--- src/rtl/mem_arb_pkg.sv ---
// Shared types and constants for the fetch/data memory port arbiter.
// Imported by the top, the starvation counter and available to benches.
package mem_arb_pkg;

  localparam int ADDR_W_DEF     = 20;
  localparam int DATA_W_DEF     = 32;
  localparam int BE_W           = 4;
  localparam int STARVE_MAX_DEF = 4;
  localparam int CNT_W          = 4;

  typedef enum logic [1:0] {
    IDLE  = 2'b00,
    ISSUE = 2'b01,
    WAIT  = 2'b10,
    RESP  = 2'b11
  } arb_state_t;

  localparam logic OWN_IF = 1'b0;
  localparam logic OWN_DS = 1'b1;

  function automatic logic [CNT_W-1:0] sat_inc(input logic [CNT_W-1:0] v,
                                               input logic [CNT_W-1:0] lim);
    return (v >= lim) ? lim : v + 1'b1;
  endfunction

endpackage

--- src/rtl/mem_port_arbiter_if.sv ---
// Bundles the fetch, data-stage and memory-side handshakes of the arbiter.
// master = arbiter view, slave = pipeline stages plus memory model view.
interface mem_port_arbiter_if #(
  parameter int ADDR_W = 20,
  parameter int DATA_W = 32
) ();

  logic              if_req;
  logic [ADDR_W-1:0] if_addr;
  logic [DATA_W-1:0] if_rdata;
  logic              if_ready;

  logic              ds_req;
  logic              ds_we;
  logic [3:0]        ds_be;
  logic [ADDR_W-1:0] ds_addr;
  logic [DATA_W-1:0] ds_wdata;
  logic [DATA_W-1:0] ds_rdata;
  logic              ds_ready;

  logic [ADDR_W-1:0] mem_addr;
  logic              mem_re;
  logic              mem_we;
  logic [3:0]        mem_be;
  logic [DATA_W-1:0] mem_wdata;
  logic [DATA_W-1:0] mem_rdata;
  logic              mem_ready;

  modport master (
    input  if_req, if_addr,
    output if_rdata, if_ready,
    input  ds_req, ds_we, ds_be, ds_addr, ds_wdata,
    output ds_rdata, ds_ready,
    output mem_addr, mem_re, mem_we, mem_be, mem_wdata,
    input  mem_rdata, mem_ready
  );

  modport slave (
    output if_req, if_addr,
    input  if_rdata, if_ready,
    output ds_req, ds_we, ds_be, ds_addr, ds_wdata,
    input  ds_rdata, ds_ready,
    input  mem_addr, mem_re, mem_we, mem_be, mem_wdata,
    output mem_rdata, mem_ready
  );

endinterface

--- src/rtl/mem_arb_starve_ctr.sv ---
// Counts consecutive data grants made while fetch was waiting; saturates at
// STARVE_MAX and then forces the next contested grant to fetch.
module mem_arb_starve_ctr
  import mem_arb_pkg::*;
#(
  parameter int STARVE_MAX = STARVE_MAX_DEF
) (
  input  logic clk,
  input  logic rst_n,
  input  logic grant,
  input  logic grant_ds,
  input  logic if_waiting,
  output logic force_if
);

  localparam logic [CNT_W-1:0] MAX_CNT = CNT_W'(STARVE_MAX);

  logic [CNT_W-1:0] cnt;

  always_ff @(posedge clk or negedge rst_n) begin
    if (!rst_n) begin
      cnt <= '0;
    end else if (grant) begin
      if (grant_ds && if_waiting) begin
        cnt <= sat_inc(cnt, MAX_CNT);
      end else begin
        cnt <= '0;
      end
    end
  end

  assign force_if = (cnt == MAX_CNT);

endmodule

--- src/rtl/mem_port_arbiter.sv ---
// Shares one memory port between instruction fetch and the load/store stage,
// running one strobe/wait/response transaction at a time with data priority.
//
// state | meaning
// IDLE  | no transaction; sample requests and latch the winner
// ISSUE | one-cycle mem_re or mem_we strobe
// WAIT  | hold address/be/wdata until mem_ready
// RESP  | one-cycle ready pulse to the owner
module mem_port_arbiter
  import mem_arb_pkg::*;
#(
  parameter int ADDR_W     = ADDR_W_DEF,
  parameter int DATA_W     = DATA_W_DEF,
  parameter int STARVE_MAX = STARVE_MAX_DEF
) (
  input  logic               clk,
  input  logic               rst_n,
  mem_port_arbiter_if.master bus,
  output logic               busy,
  output logic               owner
);

  arb_state_t        state;
  logic              we_q;
  logic [ADDR_W-1:0] addr_q;
  logic [BE_W-1:0]   be_q;
  logic [DATA_W-1:0] wdata_q;
  logic              re_strobe_q;
  logic              we_strobe_q;
  logic [DATA_W-1:0] if_rdata_q;
  logic [DATA_W-1:0] ds_rdata_q;
  logic              if_ready_q;
  logic              ds_ready_q;

  logic any_req;
  logic pick_ds;
  logic grant;
  logic force_if;

  // Data wins a contested grant unless fetch has been starved long enough.
  always_comb begin
    any_req = bus.if_req | bus.ds_req;
    pick_ds = bus.ds_req & ~(bus.if_req & force_if);
    grant   = (state == IDLE) & any_req;
  end

  mem_arb_starve_ctr #(
    .STARVE_MAX (STARVE_MAX)
  ) u_starve (
    .clk        (clk),
    .rst_n      (rst_n),
    .grant      (grant),
    .grant_ds   (pick_ds),
    .if_waiting (bus.if_req),
    .force_if   (force_if)
  );

  always_ff @(posedge clk or negedge rst_n) begin
    if (!rst_n) begin
      state       <= IDLE;
      we_q        <= 1'b0;
      addr_q      <= '0;
      be_q        <= '0;
      wdata_q     <= '0;
      re_strobe_q <= 1'b0;
      we_strobe_q <= 1'b0;
      if_rdata_q  <= '0;
      ds_rdata_q  <= '0;
      if_ready_q  <= 1'b0;
      ds_ready_q  <= 1'b0;
      busy        <= 1'b0;
      owner       <= OWN_IF;
    end else begin
      case (state)
        IDLE: begin
          if (any_req) begin
            busy  <= 1'b1;
            state <= ISSUE;
            if (pick_ds) begin
              owner       <= OWN_DS;
              addr_q      <= bus.ds_addr;
              be_q        <= bus.ds_be;
              wdata_q     <= bus.ds_wdata;
              we_q        <= bus.ds_we;
              re_strobe_q <= ~bus.ds_we;
              we_strobe_q <= bus.ds_we;
            end else begin
              // Fetches are always full-word reads.
              owner       <= OWN_IF;
              addr_q      <= bus.if_addr;
              be_q        <= '1;
              wdata_q     <= '0;
              we_q        <= 1'b0;
              re_strobe_q <= 1'b1;
              we_strobe_q <= 1'b0;
            end
          end
        end
        ISSUE: begin
          re_strobe_q <= 1'b0;
          we_strobe_q <= 1'b0;
          state       <= WAIT;
        end
        WAIT: begin
          if (bus.mem_ready) begin
            if (owner == OWN_DS) begin
              ds_ready_q <= 1'b1;
              if (!we_q) ds_rdata_q <= bus.mem_rdata;
            end else begin
              if_ready_q <= 1'b1;
              if_rdata_q <= bus.mem_rdata;
            end
            state <= RESP;
          end
        end
        RESP: begin
          if_ready_q <= 1'b0;
          ds_ready_q <= 1'b0;
          busy       <= 1'b0;
          state      <= IDLE;
        end
        default: state <= IDLE;
      endcase
    end
  end

  assign bus.mem_addr  = addr_q;
  assign bus.mem_be    = be_q;
  assign bus.mem_wdata = wdata_q;
  assign bus.mem_re    = re_strobe_q;
  assign bus.mem_we    = we_strobe_q;
  assign bus.if_rdata  = if_rdata_q;
  assign bus.ds_rdata  = ds_rdata_q;
  assign bus.if_ready  = if_ready_q;
  assign bus.ds_ready  = ds_ready_q;

endmodule

--- src/flat_wrapper.sv ---
// flat-port wrapper written by rule: the top's interface ports become plain ports
module mem_port_arbiter_flat import mem_arb_pkg::*;
#(
  parameter int ADDR_W     = ADDR_W_DEF,
  parameter int DATA_W     = DATA_W_DEF,
  parameter int STARVE_MAX = STARVE_MAX_DEF
)
  (clk, rst_n, busy, owner, bus_if_req, bus_if_addr, bus_if_rdata, bus_if_ready, bus_ds_req, bus_ds_we, bus_ds_be, bus_ds_addr, bus_ds_wdata, bus_ds_rdata, bus_ds_ready, bus_mem_addr, bus_mem_re, bus_mem_we, bus_mem_be, bus_mem_wdata, bus_mem_rdata, bus_mem_ready);
  mem_port_arbiter_if #(.ADDR_W(ADDR_W), .DATA_W(DATA_W)) bus_i ();
  input  logic clk;
  input  logic rst_n;
  output logic busy;
  output logic owner;
  input wire logic [$bits(bus_i.if_req)-1:0] bus_if_req;
  input wire logic [$bits(bus_i.if_addr)-1:0] bus_if_addr;
  output wire logic [$bits(bus_i.if_rdata)-1:0] bus_if_rdata;
  output wire logic [$bits(bus_i.if_ready)-1:0] bus_if_ready;
  input wire logic [$bits(bus_i.ds_req)-1:0] bus_ds_req;
  input wire logic [$bits(bus_i.ds_we)-1:0] bus_ds_we;
  input wire logic [$bits(bus_i.ds_be)-1:0] bus_ds_be;
  input wire logic [$bits(bus_i.ds_addr)-1:0] bus_ds_addr;
  input wire logic [$bits(bus_i.ds_wdata)-1:0] bus_ds_wdata;
  output wire logic [$bits(bus_i.ds_rdata)-1:0] bus_ds_rdata;
  output wire logic [$bits(bus_i.ds_ready)-1:0] bus_ds_ready;
  output wire logic [$bits(bus_i.mem_addr)-1:0] bus_mem_addr;
  output wire logic [$bits(bus_i.mem_re)-1:0] bus_mem_re;
  output wire logic [$bits(bus_i.mem_we)-1:0] bus_mem_we;
  output wire logic [$bits(bus_i.mem_be)-1:0] bus_mem_be;
  output wire logic [$bits(bus_i.mem_wdata)-1:0] bus_mem_wdata;
  input wire logic [$bits(bus_i.mem_rdata)-1:0] bus_mem_rdata;
  input wire logic [$bits(bus_i.mem_ready)-1:0] bus_mem_ready;
  assign bus_i.if_req = bus_if_req;
  assign bus_i.if_addr = bus_if_addr;
  assign bus_if_rdata = bus_i.if_rdata;
  assign bus_if_ready = bus_i.if_ready;
  assign bus_i.ds_req = bus_ds_req;
  assign bus_i.ds_we = bus_ds_we;
  assign bus_i.ds_be = bus_ds_be;
  assign bus_i.ds_addr = bus_ds_addr;
  assign bus_i.ds_wdata = bus_ds_wdata;
  assign bus_ds_rdata = bus_i.ds_rdata;
  assign bus_ds_ready = bus_i.ds_ready;
  assign bus_mem_addr = bus_i.mem_addr;
  assign bus_mem_re = bus_i.mem_re;
  assign bus_mem_we = bus_i.mem_we;
  assign bus_mem_be = bus_i.mem_be;
  assign bus_mem_wdata = bus_i.mem_wdata;
  assign bus_i.mem_rdata = bus_mem_rdata;
  assign bus_i.mem_ready = bus_mem_ready;
  mem_port_arbiter #(.ADDR_W(ADDR_W), .DATA_W(DATA_W), .STARVE_MAX(STARVE_MAX)) u_core (.clk(clk), .rst_n(rst_n), .bus(bus_i), .busy(busy), .owner(owner));
endmodule
--- config.mk ---
export PLATFORM = sky130hd
export DESIGN_NAME = mem_port_arbiter_flat
export DESIGN_NICKNAME = d
export VERILOG_FILES = /design/src/rtl/mem_arb_pkg.sv /design/src/rtl/mem_port_arbiter_if.sv /design/src/rtl/mem_arb_starve_ctr.sv /design/src/rtl/mem_port_arbiter.sv /design/src/flat_wrapper.sv
export SDC_FILE = /design/constraint.sdc
export NUM_CORES = 1
export LEC_CHECK = 0
export CORE_ASPECT_RATIO = 1.2
export CORE_UTILIZATION = 38
export DETAILED_ROUTE_END_ITERATION = 10
export PLACE_DENSITY = 0.77
export SLEW_MARGIN = 20
export SYNTH_ARGS = -nofsm -noshare
export SYNTH_HDL_FRONTEND = slang
export SYNTH_SLANG_ARGS = --single-unit
export TNS_END_PERCENT = 1
--- constraint.sdc ---
create_clock -name clk -period 1.9 [get_ports clk]
set_clock_uncertainty 0.2 [all_clocks]
set_input_delay 0.57 -clock clk [delete_from_list [all_inputs] [get_ports clk]]
set_output_delay 0.57 -clock clk [all_outputs]
set_load 0.02 [all_outputs]
[Yosys cells after proc, flatten, opt, wreduce, memory -nomap -nowiden]
Index checks and enable logic that the tools add are counted.
Storage, ports and cells
  logic and storage cells: 68
  register bits: 133
  input port bits: 114
Cells by class
  muxes and demuxes: 23
  bitwise logic cells: 8
  reduce and logical (&&, ||, !) cells: 13
  order comparisons: 1
  equal/unequal tests: 8
  add/sub/neg operators: 1
Operators by type and width (number)
  $mux 32: 1
  $mux 20: 1
  $mux 4: 3
  $mux 1: 10
  $pmux 1 s2: 5
  $reduce_and 3->1: 3
  $pmux 2 s4: 1
  $reduce_and 2->1: 4
  $reduce_bool 2->1: 3
  $add 4x1->4 const B: 1
  $eq 2x2->1 const B: 2
  $eq 4x3->1 const B: 1
  $ge 4x3->1 const B: 1
  $mux 2: 2
  $ne 2x1->1 const B: 2
  $ne 2x2->1 const B: 2
  $not 1->1: 4
  $reduce_and 4->1: 1
  $and 1x1->1: 3
  $eq 2x1->1 const B: 1
  $logic_not 2->1: 1
  $logic_and 1x1->1: 1
  $or 1x1->1: 1

[Longest topological paths before layout]
  depth after elaboration: 7
  gate-level depth with buffers: 8
  mapped depth without buffers: 5

[By module]
A second synthesis with hierarchy kept.
Second synthesis, totals
  cells, all modules: 394
  area total of the unflattened synthesis: 5275.1 sq um
Modules (own cells, without submodules)
  mem_port_arbiter: seq. area each 3228.1 sq um, instances 1, area an instance 5069.9 sq um, cells each 374
  mem_arb_starve_ctr: seq. area each 100.1 sq um, instances 1, area an instance 205.2 sq um, cells each 20

[Worst setup path before layout]
No wires, ideal clock.
  path type: register to register
  start point: register u_core.state[0]
  end point: register u_core.if_rdata_q[0] (netlist: u_core.bus.if_rdata[0])
  stages on the path, launching flop included: 7
  data required time: 1.575 ns
  path buffers: 2
  arrival: 1.485 ns
  setup time: 0.125 ns
  path slack: 0.091 ns
  path through: dfrtp_1 > inv_1 > ha_1 > buf_2 > nand3b_2 > buf_2 > mux2_2
On the way
  longest elaborated chain between the ends: 2
RTL lines
  start, declared: RTL line mem_port_arbiter.sv:23  | arb_state_t state;
  start signal, assigned: RTL line mem_port_arbiter.sv:60  | state <= IDLE;
  start signal, assigned: RTL line mem_port_arbiter.sv:78  | state <= ISSUE;
  start signal, assigned: RTL line mem_port_arbiter.sv:102  | state <= WAIT;
  $eq 2x2->1: RTL line mem_port_arbiter.sv:74  | case (state)
  $reduce_and 3->1 (no source line)
  end signal, assigned: RTL line mem_port_arbiter.sv:111  | if_rdata_q <= bus.mem_rdata;
  end, declared: RTL line mem_port_arbiter.sv:30  | logic [DATA_W-1:0] if_rdata_q;
Every way passes these cells.
A chain may end at the register's enable or synchronous reset.

[Worst setup path after layout]
  start point: register u_core.wdata_q[29] (netlist: u_core.bus.mem_wdata[29])
  end point: output port bus_mem_wdata[29]
RTL lines
  start, declared: RTL line mem_port_arbiter.sv:27  | logic [DATA_W-1:0] wdata_q;
  start signal, assigned: RTL line mem_port_arbiter.sv:83  | wdata_q <= bus.ds_wdata;
  end, declared: RTL line flat_wrapper.sv:29  | output wire logic [$bits(bus_i.mem_wdata)-1:0] bus_mem_wdata;
No word-level cell between the ends.

==> flow_metrics.py <==
metrics = {
    "final_layout": {
        "post-route-util_pct": 62.8,
        "finalNetCount": 776,
        "drive_gt1_share_pct": 26.0,
        "seq_area_mm2": 0.00333,
        "fin_cells": 839,
        "fin_area_mm2": 0.00864,
        "areaGrowthSynthToFinish_pct": 61.4,
        "multi_input_area_mm2": 0.00185,
        "num_antenna_cells": 0,
        "fill_cells": 1076,
    },
    "sta": {
        "slew_viol_final": 0,
        "hold_viol_final": 0,
        "fin_crit_sh_pct": 98.6,
        "rsz0062_at_grt": "yes",
        "fin_ws_ps": 26.5,
        "setup_viol": 0,
        "period_needed_ps": 1870,
        "max_slew_margin_pct": 75.1,
        "tightest_slew_ps": 374,
        "fmax_mhz": 534,
    },
    "global_routing": {
        "grt_pass1_wl_um": 22400,
        "grtUsageTotal_pct": 20.2,
        "grt_pass1_vias": 4499,
        "grt_overflow_total": 0,
        "antenna_found_initial": 0,
        "grt_max_degree": 47,
    },
    "setup_path": {
        "path_cells": "clkdlybuf4s15_1",
        "r2r_cells": 6,
        "cp-startpoint": "u_core.bus.mem_wdata[29]",
        "worst-path-max-fanout": 2,
        "critPathBufInv": 1,
        "end_kind": "output pin",
        "path_class": "reg2out",
        "cp-start-kind": "flop",
        "worst_ep_arrival_time_ps": 1100,
        "crit_path_top_delay_cell": "dfrtp_1",
        "r2r-end": "u_core.u_starve.cnt[0]",
        "cp_top_family": "flip-flops",
        "required_ps": 1130,
        "r2r_start": "u_core.state[1]",
        "max_stage_delay_ps": 380,
        "reg2reg_setup_slack_ps": 120,
    },
    "hold_path": {
        "holdCritPathClass": "reg2reg",
        "min_to": "u_core.we_q",
        "min_from": "u_core.we_q",
        "worstHoldPathCells": 2,
    },
    "synth": {
        "yosysTopAreaCellShare_pct": 62.2,
        "syn_area_mm2": 0.00535,
        "synth-edff-count": 0,
        "synth_cell_type_count": 33,
        "synthesis.nets": 520,
        "avgSynthCellArea_um2": 13.4,
        "synth_top_cells_by_area": "dfrtp_1, mux2_2, a22o_1, nand2_1, o211ai_1",
        "synth_commonest_cells": "dfrtp_1, mux2_2, nand2_1",
        "yosysWarnings": 0,
        "async_flop_share_pct": 100,
        "yosysSeqAreaShare_pct": 62.2,
        "ys_ff_latch": 133,
        "yosysTopAreaCell": "dfrtp_1",
        "post-synth-top-count-cell": "dfrtp_1",
        "synth-main-ff-cell": "dfrtp_1",
        "netlist_instances": 399,
    },
    "clocking": {
        "htree_levels": 4,
        "cts_made_buffers": 17,
        "cts_tree": "done",
        "insertion_delay_ps": 400,
        "clock_path_buffers": 2,
        "clock_tree.root_cell": "clkbuf_16",
        "clkSinkCount": 133,
        "cts.clk_slew.worst_paths_ps": 60,
    },
    "run": {
        "max-cap-violations": 0,
    },
    "drt": {
        "routed_via_density": 4.99,
        "drtPass1Iterations": 4,
        "wirelength_um": 14300,
        "drtIter0Drc": 191,
        "num_vias": 4186,
        "drc_errors": 0,
        "detail-route-antenna-nets": 0,
        "wl_per_cell_um": 17.0,
    },
    "placement": {
        "dpl.hpwl_um": 10700,
        "post-place-ws_ps": -306,
        "io_buffers": 239,
        "place_area_mm2": 0.00812,
        "dp.cells": 806,
        "gp_congestion": 0.740,
    },
    "floorplan": {
        "die_w_um": 110,
        "io_pins": 240,
        "coreArea_mm2": 0.0138,
        "dieHeight_um": 132,
        "rows": 47,
        "die_area_mm2": 0.0146,
        "initial_utilization_pct": 38.9,
    },
    "outcome": {
        "outcome": "finished clean",
    },
    "power": {
        "power_leakage_nw": 3.84,
        "fin_total_pwr_w": 0.0155,
        "power-per-cell-area_mw_per_mm2": 1800,
        "ir_drop_uv": 1020,
    },
}
-- layout make-up --
type | instances | share of cell area [%]
clock buffers | 19 | 5.01
clock inverters | 13 | 2.55
inverters | 7 | 0.304
multi-input cells | 228 | 21.4
flip-flops and latches | 133 | 38.5
well taps | 171 | 2.48
repair buffers | 268 | 29.7
-- worst max-delay path by stage --
| stage | endpoint | depth (start not counted) |
|---|---|---|
| global placement | u_core.state[1] | 5 |
| CTS | bus_ds_rdata[17] | 1 |
| floorplan | u_core.bus.if_rdata[0] | 6 |
| detailed placement | u_core.state[1] | 5 |
| finish | bus_mem_wdata[29] | 1 |
| global route | bus_ds_rdata[17] | 1 |
-- through the flow --
step	TNS [ps]	hold WS, ps
5_1_grt	-5.02	317
6_report	0	294
3_5_place_dp	-34340	287
4_1_cts	-2.54	295
3_3_place_gp	-30510	263
2_1_floorplan	0	74.4
-- cell families (layout without fill, tap and decap cells) --
| group | after synthesis | count (layout) | share of synthesized area [%] |
|---|---|---|---|
| AO/OA/AOI/OAI | 74 | 74 | 10.9 |
| buffers and inverters | 38 | 307 | 3.72 |
| AND/OR/NAND/NOR | 82 | 82 | 7.95 |
| flip-flops | 133 | 133 | 62.2 |
| multiplexers | 65 | 65 | 13.7 |
| adder cells (fa/ha/maj) | 7 | 7 | 1.64 |
-- sequential cells by signal, indices dropped and copies added, names as in the netlist --
register and count:
u_core.bus.ds_rdata 32, u_core.bus.if_rdata 32, u_core.bus.mem_wdata 32, u_core.bus.mem_addr 20, u_core.bus.mem_be 4, u_core.u_starve.cnt 4, u_core.state 2, u_core.bus.ds_ready 1
u_core.bus.if_ready 1, u_core.bus.mem_re 1, u_core.bus.mem_we 1, u_core.busy 1, u_core.owner 1, u_core.we_q 1
-- where the power goes --
group	internal (W)	switching, W	total, W
combinational	0.00320	0.00367	0.00687
clock	0.00236	0.00124	0.00360
sequential	0.00425	0.000810	0.00506
-- per-layer routing --
metal  up-vias  global-route usage [%]  share of wire (%)
li1       1963                       -                  -
met1      2017                    23.1                 39
met2       192                    35.4                 50
met3        14                    5.98                8.7
met4         0                    6.94                1.5
met5         -                       0                  0
-- layout by cell type, fill, tap and decap left out, types with 5 or more instances in the layout --
cell and instances:
o21ai_0 6, a22o_1 32, clkbuf_2 33, clkdlybuf4s15_1 83
clkbuf_16 17, clkdlybuf4s15_2 6, inv_1 6, bufinv_16 5
nand2_1 47, buf_4 18, clkdlybuf4s50_1 112, o211ai_1 20
nand4_1 20, buf_12 9, dfrtp_1 133, mux2_2 65
ha_1 5
-- what timing repair did --
item / in CTS / in global routing
setup buffers: 0 / 0
setup endpoints to repair: 147 / 118
hold buffers: 1 / 0
hold endpoints to repair: 33 / 0
resized for setup: 187 / 107
-- worst min-delay path, stage by stage (launching register included) --
cell and delay (ps):
dfrtp_1 350, nand2_1 50, o21ai_0 60
(Power assumes the default switching activity.)
